--- config.mk ---
export PLATFORM = sky130hd
export DESIGN_NAME = change_dispenser_flat
export DESIGN_NICKNAME = d
export VERILOG_FILES = /design/src/rtl/change_dispenser_if.sv /design/src/rtl/change_dispenser.sv /design/src/flat_wrapper.sv
export SDC_FILE = /design/constraint.sdc
export NUM_CORES = 1
export LEC_CHECK = 0
export BUFFER_PORTS_ARGS = -buffer_cell sky130_fd_sc_hd__buf_2
export CAP_MARGIN = 20
export CORE_ASPECT_RATIO = 1.2
export CORE_MARGIN = 2
export CORE_UTILIZATION = 50
export CTS_CLUSTER_DIAMETER = 40
export DETAILED_ROUTE_END_ITERATION = 7
export PLACE_DENSITY_LB_ADDON = 0.08
export SLEW_MARGIN = 20
export SYNTH_ARGS = -nofsm -noshare
export SYNTH_HDL_FRONTEND = slang
export SYNTH_SLANG_ARGS = --single-unit
--- constraint.sdc ---
create_clock -name clock -period 5.7 [get_ports clock]
set_input_delay 0.855 -clock clock [delete_from_list [all_inputs] [get_ports clock]]
set_output_delay 0.855 -clock clock [all_outputs]
set_load 0.03 [all_outputs]
--- src/rtl/change_dispenser_if.sv ---
// Coin chute handshake between the change dispenser and the chute.
// master: drives coin_valid/coin_value, samples coin_ready.
interface change_dispenser_if;
   logic       coin_valid;
   logic [7:0] coin_value;
   logic       coin_ready;

   modport master (
      output coin_valid,
      output coin_value,
      input  coin_ready
   );

   modport slave (
      input  coin_valid,
      input  coin_value,
      output coin_ready
   );
endinterface

--- src/rtl/change_dispenser.sv ---
// Greedy coin change dispenser with four coin tubes (50/10/5/1 TWD).
// Ports: clock, reset (sync, active-high); start/amount request;
//   refill/refill_sel/refill_count tube top-up; coin (chute handshake,
//   master side); busy/done/fault status; shortfall, dispensed_total;
//   stock_50/10/5/1 tube counts.
module change_dispenser #(
   parameter int unsigned STOCK_INIT = 16
) (
   input  logic                clock,
   input  logic                reset,
   input  logic                start,
   input  logic [31:0]         amount,
   input  logic                refill,
   input  logic [1:0]          refill_sel,
   input  logic [15:0]         refill_count,
   change_dispenser_if.master  coin,
   output logic                busy,
   output logic                done,
   output logic                fault,
   output logic [31:0]         shortfall,
   output logic [31:0]         dispensed_total,
   output logic [15:0]         stock_50,
   output logic [15:0]         stock_10,
   output logic [15:0]         stock_5,
   output logic [15:0]         stock_1
);

   typedef enum logic [2:0] {
      IDLE,
      SELECT,
      DISPENSE,
      DONE,
      FAULT
   } state_t;

   state_t      state_q, state_d;
   logic [31:0] remaining_q, remaining_d;
   logic [31:0] dispensed_q, dispensed_d;
   logic [31:0] shortfall_q, shortfall_d;
   logic        busy_q, busy_d;
   logic        valid_q, valid_d;
   logic [7:0]  value_q, value_d;
   logic        done_q, done_d;
   logic        fault_q, fault_d;
   logic [1:0]  sel_q, sel_d;
   logic [15:0] stock_q [4];
   logic [15:0] stock_d [4];
   logic [3:0]  dec;
   logic        pick_ok;
   logic [1:0]  pick;
   logic        accept;

   // Tube index to coin value: 0=50, 1=10, 2=5, 3=1.
   function automatic logic [7:0] denom(input logic [1:0] idx);
      logic [7:0] v;
      v = 8'd1;
      case (idx)
         2'd0: v = 8'd50;
         2'd1: v = 8'd10;
         2'd2: v = 8'd5;
         2'd3: v = 8'd1;
         default: v = 8'd1;
      endcase
      return v;
   endfunction

   assign accept = valid_q && coin.coin_ready;

   // Largest eligible coin: scan smallest first so the largest
   // eligible tube overwrites the pick last.
   always_comb begin
      pick_ok = 1'b0;
      pick    = 2'd0;
      for (int i = 3; i >= 0; i--) begin
         if (stock_q[i] != 16'd0 &&
             {24'd0, denom(2'(i))} <= remaining_q) begin
            pick_ok = 1'b1;
            pick    = 2'(i);
         end
      end
   end

   always_comb begin
      state_d     = state_q;
      remaining_d = remaining_q;
      dispensed_d = dispensed_q;
      shortfall_d = shortfall_q;
      valid_d     = 1'b0;
      value_d     = 8'd0;
      done_d      = 1'b0;
      fault_d     = 1'b0;
      sel_d       = sel_q;
      dec         = 4'b0000;

      case (state_q)
         IDLE: begin
            if (start) begin
               remaining_d = amount;
               dispensed_d = 32'd0;
               shortfall_d = 32'd0;
               state_d     = SELECT;
            end
         end
         SELECT: begin
            if (remaining_q == 32'd0) begin
               done_d  = 1'b1;
               state_d = DONE;
            end else if (pick_ok) begin
               valid_d = 1'b1;
               value_d = denom(pick);
               sel_d   = pick;
               state_d = DISPENSE;
            end else begin
               fault_d     = 1'b1;
               shortfall_d = remaining_q;
               state_d     = FAULT;
            end
         end
         DISPENSE: begin
            if (accept) begin
               remaining_d = remaining_q - {24'd0, value_q};
               dispensed_d = dispensed_q + {24'd0, value_q};
               dec[sel_q]  = 1'b1;
               state_d     = SELECT;
            end else begin
               valid_d = 1'b1;
               value_d = value_q;
            end
         end
         DONE:    state_d = IDLE;
         FAULT:   state_d = IDLE;
         default: state_d = IDLE;
      endcase

      busy_d = (state_d != IDLE);
   end

   // Refill and coin decrement may hit the same tube in one cycle.
   // The 17-bit sum cannot underflow: a tube is only decremented
   // after it was seen non-empty and refill never subtracts.
   always_comb begin
      for (int i = 0; i < 4; i++) begin
         logic [16:0] sum;
         sum = {1'b0, stock_q[i]};
         if (refill && refill_sel == 2'(i))
            sum = sum + {1'b0, refill_count};
         sum = sum - {16'd0, dec[i]};
         stock_d[i] = sum[16] ? 16'hFFFF : sum[15:0];
      end
   end

   always_ff @(posedge clock) begin
      if (reset) begin
         state_q     <= IDLE;
         remaining_q <= 32'd0;
         dispensed_q <= 32'd0;
         shortfall_q <= 32'd0;
         busy_q      <= 1'b0;
         valid_q     <= 1'b0;
         value_q     <= 8'd0;
         done_q      <= 1'b0;
         fault_q     <= 1'b0;
         sel_q       <= 2'd0;
         for (int i = 0; i < 4; i++)
            stock_q[i] <= 16'(STOCK_INIT);
      end else begin
         state_q     <= state_d;
         remaining_q <= remaining_d;
         dispensed_q <= dispensed_d;
         shortfall_q <= shortfall_d;
         busy_q      <= busy_d;
         valid_q     <= valid_d;
         value_q     <= value_d;
         done_q      <= done_d;
         fault_q     <= fault_d;
         sel_q       <= sel_d;
         for (int i = 0; i < 4; i++)
            stock_q[i] <= stock_d[i];
      end
   end

   assign coin.coin_valid = valid_q;
   assign coin.coin_value = value_q;
   assign busy            = busy_q;
   assign done            = done_q;
   assign fault           = fault_q;
   assign shortfall       = shortfall_q;
   assign dispensed_total = dispensed_q;
   assign stock_50        = stock_q[0];
   assign stock_10        = stock_q[1];
   assign stock_5         = stock_q[2];
   assign stock_1         = stock_q[3];

endmodule
--- src/flat_wrapper.sv ---
// flat-port wrapper written by rule: the top's interface ports become plain ports
module change_dispenser_flat 
#(
   parameter int unsigned STOCK_INIT = 16
)
  (clock, reset, start, amount, refill, refill_sel, refill_count, busy, done, fault, shortfall, dispensed_total, stock_50, stock_10, stock_5, stock_1, coin_coin_valid, coin_coin_value, coin_coin_ready);
  change_dispenser_if coin_i ();
  input  logic clock;
  input  logic reset;
  input  logic start;
  input  logic [31:0] amount;
  input  logic refill;
  input  logic [1:0] refill_sel;
  input  logic [15:0] refill_count;
  output logic busy;
  output logic done;
  output logic fault;
  output logic [31:0] shortfall;
  output logic [31:0] dispensed_total;
  output logic [15:0] stock_50;
  output logic [15:0] stock_10;
  output logic [15:0] stock_5;
  output logic [15:0] stock_1;
  output wire logic [$bits(coin_i.coin_valid)-1:0] coin_coin_valid;
  output wire logic [$bits(coin_i.coin_value)-1:0] coin_coin_value;
  input wire logic [$bits(coin_i.coin_ready)-1:0] coin_coin_ready;
  assign coin_coin_valid = coin_i.coin_valid;
  assign coin_coin_value = coin_i.coin_value;
  assign coin_i.coin_ready = coin_coin_ready;
  change_dispenser #(.STOCK_INIT(STOCK_INIT)) u_core (.clock(clock), .reset(reset), .start(start), .amount(amount), .refill(refill), .refill_sel(refill_sel), .refill_count(refill_count), .coin(coin_i), .busy(busy), .done(done), .fault(fault), .shortfall(shortfall), .dispensed_total(dispensed_total), .stock_50(stock_50), .stock_10(stock_10), .stock_5(stock_5), .stock_1(stock_1));
endmodule
==> impl_metrics.py, run 1 <==
metrics = {
    "yosys": {
        "yosysWarningCount": 0,
        "synthArstFlopShare": 0,
        "synth_area_mm2": 0.0125,
        "ys_ff_latch": 174,
        "synth.avg_cell_area_um2": 7.80,
        "ys.flop_type": "dfxtp_1",
        "synth-seq-area-share": 0.279,
        "synthCells": 1599,
        "synth_cell_types": 90,
        "synth_edf_count": 0,
    },
    "routing": {
        "drt_drc_violations_left": 0,
        "ant_nets": 0,
        "routedWlPerCell_um": 18.2,
        "num_vias": 12600,
        "routed_wirelength_um": 38000,
        "met1_length_um": 16500,
        "dr.pass1.iters": 6,
        "wl_met2_um": 18300,
        "routed.top_layer": "met5",
        "route.met3.wl_um": 2030,
        "vias_per_cell": 6.06,
        "dr.first_iter.drc_count": 762,
    },
    "timing": {
        "setup_violations": 0,
        "fin_skew_ns": 0.0150,
        "slew_headroom": 0.366,
        "fin_crit_sh": 0.768,
        "rsz0062_at_grt": "false",
        "hold_slack_ns": 0.469,
        "hold_viol_final": 0,
        "worst_pin_slew_ns": 0.951,
        "fmax_ghz": 0.228,
        "fin_crit_ns": 4.38,
        "slew_viol_final": 0,
        "totalNegativeSetupSlack_ns": 0,
    },
    "finish": {
        "nFillCells": 2449,
        "drive_gt1_frac": 0.152,
        "nNetsFinal": 1892,
        "area_growth_pct": 13.9,
        "final_cell_area_mm2": 0.0142,
    },
    "pwr": {
        "p_leak_uw": 0.00604,
        "power_density_mw_per_mm2": 240,
        "switching_share": 0.344,
        "seq_power_share": 0.397,
        "switchingPower_uw": 1170,
        "p_comb_frac": 0.259,
        "irDropWorstVdd_mv": 0.218,
        "power_frac_clock": 0.343,
        "p_int_uw": 2230,
    },
    "clock_network": {
        "cts.path.max_buffers": 2,
        "clkTransAtPathRegs_ns": 0.07,
        "htree_levels": 4,
        "cts_setup_buffers": 0,
        "root_buffer": "clkbuf_16",
        "worstSkewPairLatency_ns": 0.45,
        "cts-resized-gates": 0,
        "cts_tree": "done",
        "numCtsBuffers": 17,
        "cts_sinks": 174,
        "postCtsHoldBufs": 0,
    },
    "critical_path": {
        "cp.required_ns": 5.98,
        "crit_buf_inv": 2,
        "crit_path_start_kind": "primary input",
        "cp.arrival_ns": 4.66,
        "cp_slowest_cell": "nor4_1",
        "critPathKind": "primary input to flip-flop",
        "critPathMaxStageDelay_ns": 0.68,
        "cp_max_fo": 9,
        "critPathTopFamily": "simple AND/OR/NAND/NOR gates",
        "endpoint_kind": "flip-flop",
        "crit_chain": "buf_2 -> inv_1 -> fa_1 -> nand2b_1 -> a21oi_1 -> or4_1 -> nand3_1 -> nor4_1 -> nand4b_1 -> nor4_1 -> nand2_1 -> xnor2_1 -> a21oi_1",
    },
    "run": {
        "cap_violations": 0,
    },
    "hold_path": {
        "hold_class": "flip-flop to flip-flop",
    },
    "global_routing": {
        "grt_max_degree": 80,
        "grt-ovfl-total": 0,
        "track_usage": 0.284,
        "antenna_found_initial": 2,
        "grt_pass1_vias": 11500,
        "grt_pass1_wl_um": 59900,
    },
    "place": {
        "hpwl_um": 28000,
        "gp_congestion": 0.931,
        "placement.io_buffers": 192,
        "placed_cell_area_mm2": 0.0136,
    },
    "status": {
        "status": "complete, no violations",
    },
    "die": {
        "ioPinCount": 195,
        "fp.dieH_um": 177,
        "initial_core_util": 0.507,
        "die_x_um": 148,
        "die_area_mm2": 0.0262,
        "num_rows": 63,
        "core_mm2": 0.0246,
    },
}
==> stage by stage <==
stage	setup slack (ns)	utilization	total power [µW]	instances
after floorplan	1.23	-	2010	1600
after global placement	1.10	0.554	2240	2053
after detailed placement	0.951	0.554	2240	2053
after CTS	1.38	0.577	3410	2085
after global routing	0.980	0.577	3570	2085
final	1.32	0.577	3400	2086
==> worst paths after layout <==
| check | cells after the start | slack, ns | startpoint | to |
|---|---|---|---|---|
| setup / recovery | 13 | 1.32 | refill_count[1] | u_core.stock_q[0][48] |
| hold / removal | 2 | 0.47 | u_core.shortfall[7] | u_core.shortfall[7] |
| setup reg to reg | 13 | 1.39 | u_core.stock_q[0][48] | u_core.stock_q[0][48] |
| hold reg to reg | 2 | 0.47 | u_core.shortfall[7] | u_core.shortfall[7] |
==> synth_stat cells, types with 11 or more instances <==
cell type	count	area, µm²
and2_1	18	113
nor4_1	35	219
a211oi_1	30	225
a31oi_1	21	131
clkbuf_1	63	236
nand2b_1	22	138
xnor2_1	53	464
o31ai_1	18	135
inv_1	40	150
nand3_1	65	325
o211ai_1	21	158
xor2_1	38	333
or3_1	23	144
o21a_1	18	135
ha_1	84	1050
dfxtp_1	174	3480
and3_1	21	131
nand2_1	139	522
nor2_1	134	503
a21o_1	24	180
mux2i_1	11	110
nor2b_1	16	100
o21ai_0	88	440
nor3_1	61	305
a21oi_1	160	801
nand4_1	13	81.3
a22o_1	33	289
==> final cells by class <==
type | count | area [µm²] | share of cell area
multi-input cells | 1307 | 8500 | 0.599
flip-flops and latches | 174 | 3480 | 0.245
repair buffers | 207 | 1080 | 0.0758
clock buffers | 21 | 470 | 0.0331
well taps | 325 | 407 | 0.0286
inverters | 40 | 150 | 0.0106
clock inverters | 11 | 105 | 0.00740
diodes | 1 | 2.50 | 0.000176
==> cell families after synthesis <==
| family | count (synthesis) | share of synthesized area |
|---|---|---|
| buf+inv | 119 | 0.0394 |
| fa+ha+maj | 90 | 0.0940 |
| simple gates | 606 | 0.246 |
| flops | 174 | 0.279 |
| other cells | 1 | 0.000301 |
| xor+xnor | 93 | 0.0675 |
| mux | 13 | 0.0106 |
| compound gates | 503 | 0.263 |
==> worst register-to-register path, stage by stage (launching register included) <==
cell and delay [ns]:
dfxtp_1 0.47, ha_1 0.22, inv_1 0.05, fa_1 0.39, nand2b_1 0.18, a21oi_1 0.35, or4_1 0.18, nand3_1 0.14
nor4_1 0.68, nand4b_1 0.26, nor4_1 0.33, nand2_1 0.12, xnor2_1 0.62, a21oi_1 0.15
==> per-layer routing <==
layer  vias to the layer above  GRT usage
li1                       6248          -
met1                      5961      0.354
met2                       358      0.488
met3                        64     0.0500
met4                         2      0.106
met5                         -          0
==> layout by cell type, fill, tap and decap left out, types with 17 or more instances in the layout <==
cell       synthesis  final
nand2b_1          22     22
ha_1              84     84
a211oi_1          30     30
inv_1             40     40
a31oi_1           21     20
nand2_1          139    138
o31ai_1           18     18
nor3_1            61     61
and3_1            21     21
xor2_1            38     38
dfxtp_1          174    174
buf_2              6    191
and2_1            18     18
nor4_1            35     35
clkbuf_16          0     17
a21o_1            24     24
xnor2_1           53     53
a22o_1            33     33
a21oi_1          160    160
o21a_1            18     18
o21ai_0           88     88
o211ai_1          21     21
nand3_1           65     65
or3_1             23     23
nor2_1           134    134
==> power groups by stage <==
stage | Combinational, µW | Sequential, µW | Clock (µW)
after global routing | 979 | 1360 | 1230
after CTS | 873 | 1350 | 1180
after detailed placement | 867 | 1380 | 0
final | 881 | 1350 | 1170
after floorplan | 602 | 1400 | 0
after global placement | 859 | 1380 | 0
==> state kept, by name, indices dropped and copies added, names as in the netlist <==
register	cells
u_core.sel_q	2
u_core.shortfall	32
u_core.coin.coin_valid	1
u_core.busy	1
u_core.remaining_q	32
u_core.fault	1
u_core.coin.coin_value	5
u_core.stock_q	64
u_core.dispensed_total	32
u_core.done	1
u_core.state_q	3
Note: power is estimated with default switching activity, not from simulation.
==> run 2, diff against run 1 <==
==> constraint.sdc (replaced) <==
create_clock -name clock -period 3.9 [get_ports clock]
set_input_delay 0.585 -clock clock [delete_from_list [all_inputs] [get_ports clock]]
set_output_delay 0.585 -clock clock [all_outputs]
set_load 0.03 [all_outputs]
==> run 2 against run 1 <==
Against the previous run: die area unchanged; first-iteration DRC count fell by 4.7%; hold slack lost 0.030 ns; highest routed layer unchanged; clock skew hardly changed; final area is 5.9% higher; global-route usage rose by 0.74 points; sequential share of layout area decreased by 1.4 points; register-to-register slack got worse by 1.2 ns; non-clock buffer count up 102; sequential power grew 46%.
==> impl_metrics.py, run 2 (synthesis results as in run 1) <==
metrics = {
    "place": {
        "gp_congestion": 0.920,
        "placement.io_buffers": 192,
        "hpwl_um": 29100,
        "place_inst": 2155,
    },
    "timing": {
        "rsz0062_at_grt": "false",
        "setup_violations": 0,
        "fin_skew_ns": 0.0152,
        "totalNegativeSetupSlack_ns": 0,
        "fmax_ghz": 0.269,
        "hold_viol_final": 0,
        "fin_crit_ns": 3.72,
        "fin_crit_sh": 0.953,
        "slew_headroom": 0.451,
        "worst_pin_slew_ns": 0.823,
        "slew_viol_final": 0,
    },
    "routing": {
        "ant_nets": 0,
        "dr.first_iter.drc_count": 726,
        "drt_drc_violations_left": 0,
        "vias_per_cell": 6.01,
        "dr.pass1.iters": 5,
        "routed_wirelength_um": 38900,
        "num_vias": 13100,
        "routedWlPerCell_um": 17.8,
    },
    "clock_network": {
        "cts_sinks": 174,
        "htree_levels": 4,
        "worstSkewPairLatency_ns": 0.45,
        "root_buffer": "clkbuf_16",
        "clkTransAtPathRegs_ns": 0.07,
        "numCtsBuffers": 17,
        "cts.path.max_buffers": 2,
        "cts_tree": "done",
    },
    "finish": {
        "nNetsFinal": 1995,
        "diodes": 0,
        "final_util": 0.611,
        "final_cells": 2187,
        "final_cell_mix": "buf_2 (191), dfxtp_1 (174), a21oi_1 (159)",
        "largest_reg_flops": 64,
        "drive_gt1_frac": 0.200,
        "largest-register": "u_core.stock_q",
        "area_growth_pct": 20.6,
        "final_common_cell": "buf_2",
    },
    "critical_path": {
        "cp_max_fo": 4,
        "cp.required_ns": 4.21,
        "critPathLaunch": "u_core.stock_q[0][7]",
        "crit_path_start_kind": "flip-flop",
        "endpoint_kind": "flip-flop",
        "rrSetupSlack_ns": 0.18,
        "r2r-start": "u_core.stock_q[0][7]",
        "critPathMaxStageDelay_ns": 0.61,
        "critPathKind": "flip-flop to flip-flop",
        "r2r_cells": 11,
        "cp_slowest_cell": "or4b_4",
        "endpoint": "u_core.stock_q[0][7]",
        "regToRegEndpoint": "u_core.stock_q[0][7]",
        "cp.arrival_ns": 4.03,
        "crit_chain": "ha_1 -> a21o_1 -> a221o_1 -> a21o_1 -> a211o_1 -> a31o_1 -> or2_4 -> or3_4 -> or4b_4 -> xnor2_2 -> a21oi_1",
        "crit_top_cell": "a21o_1",
    },
    "global_routing": {
        "track_usage": 0.291,
        "grt-ovfl-total": 0,
        "grt_pass1_vias": 12100,
        "grt_pass1_wl_um": 61400,
        "grt_max_degree": 75,
        "antenna_found_initial": 1,
    },
    "pwr": {
        "p_leak_uw": 0.00654,
        "power_density_mw_per_mm2": 347,
        "power_uw": 5220,
        "irDropWorstVdd_mv": 0.313,
    },
    "die": {
        "die_area_mm2": 0.0262,
        "initial_core_util": 0.507,
        "core_mm2": 0.0246,
        "ioPinCount": 195,
        "die_x_um": 148,
        "num_rows": 63,
        "fp.dieH_um": 177,
    },
    "run": {
        "cap_violations": 0,
    },
    "hold_path": {
        "hold_class": "primary input to flip-flop",
    },
    "status": {
        "status": "complete, no violations",
    },
}
## run 2: through the flow
stage | setup slack (ns) | area [µm²] | hold slack [ns]
final | 0.183 | 15000 | 0.439
after global routing | 0.00122 | 15000 | 0.441
after CTS | 0.0958 | 15000 | 0.431
after detailed placement | -0.246 | 14400 | 0.450
after global placement | -0.205 | 14400 | 0.452
after floorplan | -0.218 | 12500 | 0.448
## run 2: final cells by class
type	instances	area, µm²
Inverter	40	150
Clock buffer	20	447
Timing Repair Buffer	309	1840
Multi-Input combinational cell	1308	8540
Fill cell	2346	9560
Sequential cell	174	3480
Clock inverter	11	166
Tap cell	325	407
## run 2: how the worst min path moves through the flow
| stage | cells past startpoint | slack [ns] | to | start |
|---|---|---|---|---|
| after floorplan | 2 | 0.45 | u_core.remaining_q[30] | u_core.remaining_q[30] |
| after global placement | 1 | 0.45 | u_core.shortfall[15] | u_core.shortfall[15] |
| after detailed placement | 1 | 0.45 | u_core.shortfall[19] | u_core.shortfall[19] |
| after CTS | 3 | 0.43 | u_core.remaining_q[27] | amount[27] |
| after global routing | 3 | 0.44 | u_core.remaining_q[28] | amount[28] |
| final | 3 | 0.44 | u_core.remaining_q[27] | amount[27] |
## run 2: repair_timing
item	4_1_cts	5_1_grt
setup endpoints to repair	0	10
buffers inserted	0	0
resized for setup	0	2
hold buffers	0	0
## run 2: routing by layer
layer / routed length [µm] / vias to the layer above / track usage
met5: 7 / - / 0
met4: 1430 / 2 / 0.125
met3: 2040 / 80 / 0.0448
met2: 18600 / 391 / 0.497
met1: 16800 / 6208 / 0.364
li1: - / 6468 / -
## run 2: where the power goes
| part | switching (µW) | leakage (µW) | total [µW] | internal (µW) |
|---|---|---|---|---|
| registers | 111 | 0.00141 | 1970 | 1860 |
| logic | 855 | 0.00484 | 1420 | 562 |
| clock network | 746 | 0.000292 | 1830 | 1080 |
| total | 1710 | 0.00654 | 5220 | 3500 |
## run 2: worst max-delay path: cells and delay by family (launching register included)
kind,cells,cell delay [ns]
xor gates and xnor gates,1,0.25
AOI/OAI and AO/OA,6,1.34
and+or+nand+nor,3,1.21
adders and majority gates,1,0.32
DFF,1,0.45
